==> config.mk <==
export PLATFORM = sky130hd
export DESIGN_NAME = position_overlay
export DESIGN_NICKNAME = d
export VERILOG_FILES = /design/src/rtl/position_overlay.sv
export SDC_FILE = /design/constraint.sdc
export NUM_CORES = 1
export LEC_CHECK = 0
export ABC_AREA = 1
export BUFFER_PORTS_ARGS = -buffer_cell sky130_fd_sc_hd__buf_2
export CELL_PAD_IN_SITES_DETAIL_PLACEMENT = 2
export CELL_PAD_IN_SITES_GLOBAL_PLACEMENT = 2
export CORE_MARGIN = 5
export CORE_UTILIZATION = 31
export CTS_CLUSTER_SIZE = 14
export DETAILED_ROUTE_END_ITERATION = 8
export GPL_TIMING_DRIVEN = 0
export HOLD_SLACK_MARGIN = 0.15
export PLACE_DENSITY = 0.8
export SETUP_SLACK_MARGIN = 0.1
export SYNTH_ARGS = -nofsm -noshare
export SYNTH_HDL_FRONTEND = slang
export SYNTH_SLANG_ARGS = --single-unit
==> constraint.sdc <==
create_clock -name clk -period 2.9 [get_ports clk]
set_input_delay 0.145 -clock clk [delete_from_list [all_inputs] [get_ports clk]]
set_output_delay 0.145 -clock clk [all_outputs]
set_load 0.01 [all_outputs]
==> src/rtl/position_overlay.sv <==
// Tracking-marker overlay: smooths the per-frame object centre and draws a square
// outline around it on the pixel stream, two cycles behind the raster inputs.
//
//   state    | meaning
//   ST_IDLE  | no target, no marker drawn
//   ST_TRACK | target seen last frame, marker drawn at filtered centre
//   ST_HOLD  | target missed for miss_cnt frames, marker held at last centre
module position_overlay #(
    parameter int INPUT_WIDTH  = 11,
    parameter int COLOR_WIDTH  = 10,
    parameter int FRAME_X_MAX  = 640,
    parameter int FRAME_Y_MAX  = 480,
    parameter int BOX_HALF     = 16,
    parameter int HOLD_FRAMES  = 8,
    parameter int SMOOTH_SHIFT = 2,
    parameter logic [3*COLOR_WIDTH-1:0] MARKER_COLOR = {10'h3FF, 10'h000, 10'h000}
) (
    input  logic                       clk,
    input  logic                       aresetn,
    input  logic                       enable,
    input  logic [INPUT_WIDTH-1:0]     vga_x,
    input  logic [INPUT_WIDTH-1:0]     vga_y,
    input  logic [3*COLOR_WIDTH-1:0]   pixel_in,
    input  logic [INPUT_WIDTH-1:0]     x_position,
    input  logic [INPUT_WIDTH-1:0]     y_position,
    output logic [INPUT_WIDTH-1:0]     vga_x_out,
    output logic [INPUT_WIDTH-1:0]     vga_y_out,
    output logic [3*COLOR_WIDTH-1:0]   pixel_out,
    output logic                       marker_valid
);
    localparam int CW = INPUT_WIDTH + 1;
    localparam int DW = INPUT_WIDTH + 2;
    localparam int PW = 3 * COLOR_WIDTH;

    typedef enum logic [1:0] {ST_IDLE, ST_TRACK, ST_HOLD} state_t;

    state_t                  state_q, state_d;
    logic                    eof_d_q, eof_d_d;
    logic [7:0]              miss_cnt_q, miss_cnt_d;
    logic signed [CW-1:0]    cx_q, cx_d, cy_q, cy_d;
    logic signed [CW-1:0]    dx0_q, dx0_d, dy0_q, dy0_d;
    logic                    upd_q, upd_d;
    logic                    hit1_q, hit1_d;
    logic [INPUT_WIDTH-1:0]  x1_q, x1_d, y1_q, y1_d, x2_q, x2_d, y2_q, y2_d;
    logic [PW-1:0]           pix1_q, pix1_d, pix2_q, pix2_d;

    logic                    detect;
    logic signed [CW-1:0]    raw_x, raw_y, filt_x, filt_y;
    logic signed [DW-1:0]    diff_x, diff_y, step_x, step_y;
    logic [DW-1:0]           ex, ey, ax, ay;

    always_comb begin
        eof_d_d = (vga_x == INPUT_WIDTH'(FRAME_X_MAX)) && (vga_y == INPUT_WIDTH'(FRAME_Y_MAX));
        detect  = (x_position != '0) || (y_position != '0);
        raw_x   = {1'b0, x_position};
        raw_y   = {1'b0, y_position};
        diff_x  = {raw_x[CW-1], raw_x} - {cx_q[CW-1], cx_q};
        diff_y  = {raw_y[CW-1], raw_y} - {cy_q[CW-1], cy_q};
        step_x  = diff_x >>> SMOOTH_SHIFT;
        step_y  = diff_y >>> SMOOTH_SHIFT;
        filt_x  = cx_q + step_x[CW-1:0];
        filt_y  = cy_q + step_y[CW-1:0];

        state_d    = state_q;
        miss_cnt_d = miss_cnt_q;
        cx_d       = cx_q;
        cy_d       = cy_q;
        upd_d      = 1'b0;
        if (!enable) begin
            state_d    = ST_IDLE;
            miss_cnt_d = '0;
            cx_d       = '0;
            cy_d       = '0;
        end else if (eof_d_q) begin
            case (state_q)
                ST_IDLE: begin
                    if (detect) begin
                        cx_d    = raw_x;
                        cy_d    = raw_y;
                        upd_d   = 1'b1;
                        state_d = ST_TRACK;
                    end
                end
                ST_TRACK: begin
                    if (detect) begin
                        cx_d  = filt_x;
                        cy_d  = filt_y;
                        upd_d = 1'b1;
                    end else if (HOLD_FRAMES == 1) begin
                        state_d = ST_IDLE;
                    end else begin
                        state_d    = ST_HOLD;
                        miss_cnt_d = 8'd1;
                    end
                end
                ST_HOLD: begin
                    if (detect) begin
                        cx_d       = filt_x;
                        cy_d       = filt_y;
                        upd_d      = 1'b1;
                        miss_cnt_d = '0;
                        state_d    = ST_TRACK;
                    end else if (miss_cnt_q + 8'd1 == 8'(HOLD_FRAMES)) begin
                        miss_cnt_d = '0;
                        state_d    = ST_IDLE;
                    end else begin
                        miss_cnt_d = miss_cnt_q + 8'd1;
                    end
                end
                default: state_d = ST_IDLE;
            endcase
        end

        // draw centre only moves right after an update, so it is frozen for the frame
        dx0_d = upd_q ? cx_q : dx0_q;
        dy0_d = upd_q ? cy_q : dy0_q;

        ex = {2'b00, vga_x} - {dx0_q[CW-1], dx0_q};
        ey = {2'b00, vga_y} - {dy0_q[CW-1], dy0_q};
        ax = ex[DW-1] ? (~ex + DW'(1)) : ex;
        ay = ey[DW-1] ? (~ey + DW'(1)) : ey;
        hit1_d = enable && (state_q != ST_IDLE)
                 && (ax <= DW'(BOX_HALF)) && (ay <= DW'(BOX_HALF))
                 && ((ax == DW'(BOX_HALF)) || (ay == DW'(BOX_HALF)));
        x1_d   = vga_x;
        y1_d   = vga_y;
        pix1_d = pixel_in;
        x2_d   = x1_q;
        y2_d   = y1_q;
        pix2_d = hit1_q ? MARKER_COLOR : pix1_q;
    end

    always_ff @(posedge clk or negedge aresetn) begin
        if (!aresetn) begin
            state_q    <= ST_IDLE;
            eof_d_q    <= 1'b0;
            miss_cnt_q <= '0;
            cx_q       <= '0;
            cy_q       <= '0;
            dx0_q      <= '0;
            dy0_q      <= '0;
            upd_q      <= 1'b0;
            hit1_q     <= 1'b0;
            x1_q       <= '0;
            y1_q       <= '0;
            pix1_q     <= '0;
            x2_q       <= '0;
            y2_q       <= '0;
            pix2_q     <= '0;
        end else begin
            state_q    <= state_d;
            eof_d_q    <= eof_d_d;
            miss_cnt_q <= miss_cnt_d;
            cx_q       <= cx_d;
            cy_q       <= cy_d;
            dx0_q      <= dx0_d;
            dy0_q      <= dy0_d;
            upd_q      <= upd_d;
            hit1_q     <= hit1_d;
            x1_q       <= x1_d;
            y1_q       <= y1_d;
            pix1_q     <= pix1_d;
            x2_q       <= x2_d;
            y2_q       <= y2_d;
            pix2_q     <= pix2_d;
        end
    end

    assign vga_x_out    = x2_q;
    assign vga_y_out    = y2_q;
    assign pixel_out    = pix2_q;
    assign marker_valid = (state_q == ST_TRACK) || (state_q == ST_HOLD);
endmodule

==> key figures, run 1 <==
Floorplan
  – Rows: 64
  – Num ports: 130
  – Die area: 0.0343 sq mm
  – Initial Utilization: 0.313
  – Core region area: 0.0304 sq mm
  – DIE WIDTH: 185 microns
  – Die Height: 185 microns

Global routing
  – Vias in the first global route: 10300
  – M2 GR Usage: 0.389
  – Grt peak-use layer: met2
  – Initial antenna violation count: 0
  – GR Util met3: 0.0342
  – All-layer global routing usage: 0.207
  – GR Util met1: 0.239
  – First-pass GRT wire length: 55300 microns
  – Remaining global-route overflow: 0
  – Pin count of the biggest net entering global routing: 90

Power
  – Clk pwr share: 0.356
  – PD cells: 494 mW/mm^2
  – Sw frac: 0.347
  – Internal: 0.00431 W
  – Max VDD drop: 0.000401 V
  – Sequential group share of total power: 0.370
  – Leakage power: 6.48 nW
  – NetSw: 0.00229 W
  – Logic pwr share: 0.274

Clock tree
  – CTS tree: yes
  – Total CTS buffers: 17
  – Total clock sinks: 165
  – Root Driver: clkbuf_16
  – Worst-Skew Late Latency: 0.45 ns
  – Clock-pin slew on the worst setup and hold paths: 0.08 ns
  – # H-tree levels: 4
  – Max Buffers Root-to-Sink: 2

Placement
  – Pre-CTS setup slack: -0.551 ns
  – DP Area: 0.0108 sq mm
  – RD Place Congestion: 0.804
  – Port-buffer cells: 129
  – Detailed Place HPWL: 24700 microns

Setup path
  – Critical path origin: cx_q[2]$_DFFE_PN0P_
  – Slowest CP cell: dfrtp_1
  – CP Capture Type: flip-flop
  – FF-to-FF Start: cx_q[2]$_DFFE_PN0P_
  – Req. time, crit path: 3.23 ns
  – Crit-path max FO: 4
  – Crit path cell chain: inv_2 -> ha_4 -> nand2_1 -> nor2_2 -> a21o_1 -> nand2_2 -> nand2_2 -> nand2_2 -> nand2_2 -> nand2_2 -> nand2_2 -> nand2_1 -> nand2_1 -> xor2_1 -> ha_1 -> inv_2 -> nor3_2 -> a211oi_2 -> nand3_1 -> nand2_1 -> nand3_1 -> o211ai_1 -> o21ai_2
  – Setup crit start kind: flip-flop
  – Arr. time, crit path: 3.68 ns
  – Setup Crit Path Kind: reg2reg
  – Top cell by count, worst path: nand2_2
  – CP max stage delay: 0.40 ns

Yosys
  – Post-synthesis compound-gate area fraction: 0.108
  – Sequential share of the synthesized area: 0.433
  – Mean post-synth cell area: 8.15 sq um
  – Syn Inst Count: 1169
  – Multiplexer share of the synthesized area: 0.00236
  – Synth Area in XOR/XNOR: 0.0394
  – Most used DFF post-synth: dfrtp_1
  – Post-Synth Simple-Gate Area: 0.227
  – Yosys cell types: 50
  – Largest family of logic cells by synthesized area: simple AND/OR/NAND/NOR gates
  – Net count after synthesis: 1322
  – Ys async rst share: 1.00
  – Yosys Warn Count: 0
  – Post-synth EDFFs: 0
  – Synth Area in Adders: 0.103
  – Synthesized area: 0.00953 sq mm
  – Seq cells post-synth: 165

Final layout
  – Antenna cells: 0
  – Fraction of layout instances using a drive strength above 1: 0.290
  – Net total in the final layout: 1602
  – Post-route cell area: 0.0134 sq mm
  – Area Overhead vs Synth: 40.2%

Outcome
  – Failing checks: setup timing
  – Outcome: finished, violations left

Timing
  – Period utilization: 1.16
  – Crit path time final: 3.35 ns
  – Setup clock skew after layout: 0.0265 ns
  – Max Fclk: 299 MHz
  – Final Max Slew Viols: 0
  – Rel. slew slack: 0.462
  – Final Hold Vio Count: 0
  – Final setup vio count: 15
  – Post-route worst setup slack: -0.450 ns
  – Unrepaired setup endpoints after global routing: true
  – Worst-margin pin slew: 0.807 ns

Hold path
  – Min-delay worst type: in2reg
  – HP Start: y_position[6]

Detailed routing
  – Final WL: 39400 microns
  – Post-DRT Antenna Nets: 0
  – Average wire per standard cell: 21.2 microns
  – Iteration-0 DRC count of the detailed router: 238
  – Post-route DRC: 0
  – Vias: 9212
  – DRT Pass-1 Iters: 4
  – Ratio of routed vias to standard cells: 4.96

Job
  – Max-Cap Viols: 0
## critical path: cells and delay by family, from the launching register on
family                     cells  cell delay [ns]
adders and majority gates      2             0.62
DFF                            1             0.40
xor gates and xnor gates       1             0.19
and+or+nand+nor               14             1.17
buffers and inverters          2             0.20
AOI/OAI and AO/OA              4             0.66
## layout by cell type, fill, tap and decap left out, drive strengths merged
cell type and count:
nand2 273, xor2 30, o22ai 5, nor3 13
nor3b 2, o32ai 2, a31oi 1, or2 14
a21o 1, nor4 4, a211oi 1, buf 192
a21oi 49, o21a 2, nor4b 1, clkbuf 31
nand3b 4, clkinvlp 3, o211ai 7, fa 4
nand3 78, xnor2 12, o31ai 6, inv 200
dlygate4sd3 74, o2111ai 3, clkinv 3, nor2 98
nand4 16, ha 72, o21ai 81, mux2 2
o21bai 6, a21boi 3, and3 1, dfrtp 165
bufinv 2
## synthesized netlist by cell type, types with 3 or more instances
cell | n | area share
a21oi_1 | 48 | 0.025
buf_2 | 3 | 0.0016
clkbuf_1 | 13 | 0.0051
dfrtp_1 | 165 | 0.43
fa_1 | 4 | 0.0084
ha_1 | 72 | 0.095
inv_1 | 192 | 0.076
nand2_1 | 269 | 0.11
nand2_2 | 4 | 0.0026
nand3_1 | 76 | 0.040
nand3b_1 | 3 | 0.0024
nand4_1 | 16 | 0.011
nor2_1 | 96 | 0.038
nor3_1 | 13 | 0.0068
nor4_1 | 3 | 0.0020
o2111ai_1 | 3 | 0.0028
o211ai_1 | 7 | 0.0055
o21ai_0 | 65 | 0.034
o21ai_2 | 14 | 0.013
o21bai_1 | 6 | 0.0047
o22ai_2 | 5 | 0.0066
o31ai_1 | 6 | 0.0047
or2_2 | 11 | 0.0072
xnor2_1 | 12 | 0.011
xor2_1 | 29 | 0.027
## worst paths after layout
kind / depth (start not counted) / slack [ns] / endpoint
max: 23 / -0.45 / cx_q[10]$_DFFE_PN0P_
min: 5 / 0.20 / cy_q[6]$_DFFE_PN0P_
max reg2reg: 23 / -0.45 / cx_q[10]$_DFFE_PN0P_
min reg2reg: 0 / 0.34 / vga_y_out[8]$_DFF_PN0_
max in group asynchronous: 3 / 1.77 / vga_x_out[5]$_DFF_PN0_
min in group asynchronous: 2 / 0.29 / vga_y_out[4]$_DFF_PN0_
## power groups by stage
| stage | logic, W | registers, W | clock network, W |
|---|---|---|---|
| final | 0.00181 | 0.00244 | 0.00235 |
| after global routing | 0.00194 | 0.00245 | 0.00252 |
| after CTS | 0.00159 | 0.00244 | 0.00241 |
| after detailed placement | 0.00141 | 0.00249 | 0 |
| after global placement | 0.00135 | 0.00248 | 0 |
| after floorplan | 0.000848 | 0.00250 | 0 |
## per-stage QoR
stage,hold WS [ns],TNS [ns],util,instances,power (W)
floorplan,-0.151,0,-,1169,0.00334
global placement,0.254,-151.34,0.353,1694,0.00383
detailed placement,0.183,-4.55,0.354,1695,0.00390
CTS,0.152,-0.664,0.419,1834,0.00644
global route,0.220,-5.18,0.439,1857,0.00692
finish,0.204,-3.37,0.439,1857,0.00660
## layer usage
metal  vias to the layer above  routed length [microns]  part of all wire
met2                       220                    21000              0.53
met4                         0                     1420             0.036
met5                         -                        0                 0
li1                       4307                        -                 -
met1                      4597                    15400              0.39
met3                        88                     1540             0.039
## final cells by class
class / instances / area, sq um
plain buffers: 18 / 86.3
clock buffers: 18 / 439
clock inverters: 13 / 148
fillers: 3373 / 17100
inverters: 195 / 737
multi-input cells: 791 / 5460
flip-flops and latches: 165 / 4130
well taps: 396 / 495
repair buffers: 261 / 1860
## flip-flops by register name, summed over array words and instances (netlist names), 12 cells and up
name and cells:
pix1_q 30, dx0_q 12, pixel_out 30, cx_q 12
cy_q 12, dy0_q 12
## what timing repair did
| item | CTS | global route |
|---|---|---|
| pin swaps | 56 | 47 |
| setup endpoints to repair | 15 | 20 |
| resized for setup | 96 | 93 |
| hold endpoints to repair | 153 | 0 |
| buffers inserted | 34 | 23 |
| hold buffers | 74 | 0 |
## cell families after synthesis
| kind of cell | after synthesis |
|---|---|
| AND/OR/NAND/NOR | 504 |
| buffers and inverters | 213 |
| AO/OA/AOI/OAI | 167 |
| flip-flops | 165 |
| adder cells (fa/ha/maj) | 76 |
| XOR/XNOR | 42 |
| multiplexers | 2 |
Note: power is estimated with default switching activity, not from simulation.
==> inputs of run 2 (changes only) <==
--- a/config.mk
+++ b/config.mk
@@ -5,12 +5,11 @@
 export SDC_FILE = /design/constraint.sdc
 export NUM_CORES = 1
 export LEC_CHECK = 0
-export ABC_AREA = 1
 export BUFFER_PORTS_ARGS = -buffer_cell sky130_fd_sc_hd__buf_2
 export CELL_PAD_IN_SITES_DETAIL_PLACEMENT = 2
 export CELL_PAD_IN_SITES_GLOBAL_PLACEMENT = 2
 export CORE_MARGIN = 5
-export CORE_UTILIZATION = 31
+export CORE_UTILIZATION = 33
 export CTS_CLUSTER_SIZE = 14
 export DETAILED_ROUTE_END_ITERATION = 8
 export GPL_TIMING_DRIVEN = 0
==> run 2 against run 1 <==
  * The flow still finishes with violations (setup timing)
  * Synthesized area down 7.9%
  * Die area shrank 13%
  * Final area decreased by 9.0%
  * Core utilization is 2.6 points higher
  * Clock power is 2% lower
  * Wire length shrank 21%
  * Clock skew down 0.015 ns
  * Cell count decreased by 22%
  * Register-to-register slack worse by 0.13 ns
  * Maximum frequency decreased by 3.8%
  * Flip-flop and latch count unchanged
  * Synthesized cell count is 28% lower
==> key figures, run 2 <==
Outcome
  – Outcome: finished, violations left (unchanged)
  – Failing checks: setup timing (unchanged)

Yosys
  – Top cells by area, synth: dfrtp_1 47%, ha_1 10%, xnor2_1 3.8%, o21ai_0 3.7%, inv_1 2.4% (was dfrtp_1 43%, nand2_1 11%, ha_1 9.5%, inv_1 7.6%, nand3_1 4.0%)
  – Most used DFF post-synth: dfrtp_1 (unchanged)
  – Yosys Warn Count: 0 (unchanged)
  – Post-synth top area cell: dfrtp_1 (unchanged)
  – Syn Inst Count: 840 (was 1169)
  – Post-synth EDFFs: 0 (unchanged)
  – Cell with the most instances after synthesis: dfrtp_1 (was nand2_1)
  – Synthesized area: 0.00878 sq mm (was 0.00953 sq mm)
  – Seq cells post-synth: 165 (unchanged)
  – Yosys top cell area share: 0.470 (was 0.433)
  – Net count after synthesis: 993 (was 1322)
  – Sequential share of the synthesized area: 0.470 (was 0.433)
  – Commonest cells in the netlist: 165 x dfrtp_1, 72 x ha_1, 65 x o21ai_0 (was 269 x nand2_1, 192 x inv_1, 165 x dfrtp_1)
  – Yosys cell types: 74 (was 50)
  – Ys async rst share: 1.00 (unchanged)
  – Mean post-synth cell area: 10.4 sq um (was 8.15 sq um)

Setup path
  – Setup crit start kind: flip-flop (unchanged)
  – Worst R2R Setup Slack: -0.58 ns (was -0.45 ns)
  – CP Capture Type: flip-flop (unchanged)
  – CP Capture Point: cx_q[11]$_DFFE_PN0P_ (was cx_q[10]$_DFFE_PN0P_)
  – Crit-path max FO: 5 (was 4)
  – Reg2Reg Depth: 18 (was 23)
  – Setup Crit Path Kind: reg2reg (unchanged)
  – FF-to-FF Start: cx_q[1]$_DFFE_PN0P_ (was cx_q[2]$_DFFE_PN0P_)
  – Req. time, crit path: 3.25 ns (was 3.23 ns)
  – Arr. time, crit path: 3.83 ns (was 3.68 ns)
  – Critical path origin: cx_q[1]$_DFFE_PN0P_ (was cx_q[2]$_DFFE_PN0P_)
  – Worst flop-to-flop path endpoint: cx_q[11]$_DFFE_PN0P_ (was cx_q[10]$_DFFE_PN0P_)

Final layout
  – Antenna cells: 0 (unchanged)
  – Most frequent cells in the layout: 163 x dfrtp_1, 128 x buf_2, 70 x dlygate4sd3_1 (was 236 x nand2_1, 175 x inv_1, 163 x dfrtp_1)
  – Register area: 0.00413 sq mm (unchanged)
  – Area Overhead vs Synth: 38.5% (was 40.2%)
  – Fraction of layout instances using a drive strength above 1: 0.307 (was 0.290)
  – Area of the multi-input gates: 0.00494 sq mm (was 0.00546 sq mm)
  – Commonest non-fill, non-tap cell in the layout: dfrtp_1 (was nand2_1)
  – Fill cell count: 2672 (was 3373)
  – Net total in the final layout: 1261 (was 1602)
  – Final instance count without filler cells: 1456 (was 1857)

Job
  – Max-Cap Viols: 0 (unchanged)

Timing
  – Max Fclk: 287 MHz (was 299 MHz)
  – Period utilization: 1.20 (was 1.16)
  – Crit path time final: 3.48 ns (was 3.35 ns)
  – Rel. slew slack: 0.519 (was 0.462)
  – Worst-margin pin slew: 0.721 ns (was 0.807 ns)
  – Setup TNS: -5.63 ns (was -3.37 ns)
  – Post-route worst setup slack: -0.581 ns (was -0.450 ns)
  – Unrepaired setup endpoints after global routing: true (unchanged)
  – Setup clock skew after layout: 0.0119 ns (was 0.0265 ns)
  – Final Hold Vio Count: 0 (unchanged)
  – Final Max Slew Viols: 0 (unchanged)
  – Final setup vio count: 16 (was 15)
  – WHS: 0.172 ns (was 0.204 ns)

Detailed routing
  – Post-DRT Antenna Nets: 0 (unchanged)
  – Average wire per standard cell: 21.4 microns (was 21.2 microns)
  – Post-route DRC: 0 (unchanged)
  – Ratio of routed vias to standard cells: 5.22 (was 4.96)
  – Vias: 7600 (was 9212)
  – DRT Pass-1 Iters: 4 (unchanged)
  – Final WL: 31200 microns (was 39400 microns)
  – Iteration-0 DRC count of the detailed router: 327 (was 238)

Hold path
  – HP Start: x_position[0] (was y_position[6])
  – Min-delay worst type: in2reg (unchanged)

Floorplan
  – DIE WIDTH: 173 microns (was 185 microns)
  – Initial Utilization: 0.336 (was 0.313)
  – Num ports: 130 (unchanged)
  – Die area: 0.0300 sq mm (was 0.0343 sq mm)
  – Die Height: 173 microns (was 185 microns)
  – Core region area: 0.0261 sq mm (was 0.0304 sq mm)
  – Rows: 59 (was 64)

Clock tree
  – Total clock sinks: 165 (unchanged)
  – Root Driver: clkbuf_16 (unchanged)
  – Clock-pin slew on the worst setup and hold paths: 0.07 ns (was 0.08 ns)
  – # H-tree levels: 4 (unchanged)
  – CTS tree: yes (unchanged)
  – Total CTS buffers: 17 (unchanged)
  – Max Buffers Root-to-Sink: 2 (unchanged)
  – Worst-Skew Late Latency: 0.44 ns (was 0.45 ns)

Global routing
  – Pin count of the biggest net entering global routing: 94 (was 90)
  – Remaining global-route overflow: 0 (unchanged)
  – Initial antenna violation count: 1 (was 0)
  – First-pass GRT wire length: 47500 microns (was 55300 microns)
  – Vias in the first global route: 8509 (was 10300)
  – All-layer global routing usage: 0.195 (was 0.207)

Placement
  – RD Place Congestion: 0.776 (was 0.804)
  – Cells after DPL: 1304 (was 1695)
  – Detailed Place HPWL: 19800 microns (was 24700 microns)
  – Port-buffer cells: 128 (was 129)

Power
  – PD cells: 915 mW/mm^2 (was 494 mW/mm^2)
  – Leakage power: 5.45 nW (was 6.48 nW)
  – Max VDD drop: 0.000466 V (was 0.000401 V)
==> run 2: cell types whose count changed in the layout (fill, tap and decap cells not counted), moves of 16 or more <==
cell,delta
ha_4,-16
nand2_1,-180
inv_1,-122
nor2_1,-53
nor2b_1,+28
xnor2_1,+22
nand3_1,-52
a21o_1,+16
nand2_2,-31
==> run 2: per-layer routing <==
metal	up-vias	part of all wire	track usage
met1	3884	0.42	0.241
li1	3515	-	-
met3	26	0.035	0.0321
met5	-	0.00035	0
met4	2	0.014	0.0436
met2	173	0.53	0.358
==> run 2: worst min-delay path by stage <==
stage / endpoint / slack [ns] / depth (start not counted)
2_1_floorplan: cx_q[0]$_DFFE_PN0P_ / -0.15 / 0
3_3_place_gp: pix1_q[26]$_DFF_PN0_ / 0.25 / 1
3_5_place_dp: pixel_out[17]$_DFF_PN0_ / 0.16 / 1
4_1_cts: cy_q[9]$_DFFE_PN0P_ / 0.16 / 3
5_1_grt: cy_q[9]$_DFFE_PN0P_ / 0.17 / 3
6_report: cx_q[0]$_DFFE_PN0P_ / 0.17 / 4
==> run 2: area by class of cell <==
| type | count | area share |
|---|---|---|
| Sequential cell | 165 | 0.340 |
| Clock inverter | 14 | 0.0128 |
| Clock buffer | 18 | 0.0361 |
| Multi-Input combinational cell | 599 | 0.406 |
| Buffer | 18 | 0.00576 |
| Tap cell | 335 | 0.0345 |
| Inverter | 58 | 0.0179 |
| Timing Repair Buffer | 249 | 0.147 |
==> run 2: cells by family after synthesis <==
kind of cell               after synthesis  synth area share
xor gates and xnor gates                55            0.0549
muxes                                   25            0.0304
AOI/OAI and AO/OA                      208             0.159
adders and majority gates               76             0.112
DFF                                    165             0.470
buffers and inverters                   76            0.0325
and+or+nand+nor                        235             0.141
==> run 2: critical path, stage by stage, from the launching register on <==
cell and delay [ns]:
dfrtp_2 0.39, inv_2 0.06, ha_4 0.27, a21oi_4 0.06, nor2b_4 0.17, o21ai_2 0.10
a21oi_4 0.26, buf_6 0.13, a21oi_2 0.03, ha_1 0.31, inv_2 0.05, o21bai_1 0.20
a21o_1 0.18, a21o_1 0.22, a41oi_2 0.18, buf_4 0.19, a2111oi_4 0.28, a22oi_1 0.12
o21ai_1 0.18
==> run 2: power breakdown <==
group / switching [W] / total [W] / internal, W
sequential: 0.000218 / 0.00273 / 0.00251
clock: 0.00113 / 0.00231 / 0.00118
combinational: 0.00311 / 0.00608 / 0.00297
==> run 2: stage by stage <==
step	instance area (sq um)	utilization	setup WS [ns]	total power [W]
floorplan	8850	-	-0.280	0.00567
CTS	11800	0.451	-0.482	0.0101
global route	12200	0.465	-0.692	0.0117
finish	12200	0.465	-0.581	0.0111
global placement	9910	0.379	-0.843	0.00644
detailed placement	9940	0.380	-0.836	0.00666
==> run 2: what timing repair did <==
| item | CTS | global route |
|---|---|---|
| endpoints found under the hold margin | 140 | 0 |
| resized for setup | 64 | 49 |
| buffers inserted | 33 | 21 |
| setup endpoints to repair | 21 | 22 |
| pin swaps | 51 | 62 |
| hold buffers | 70 | 0 |
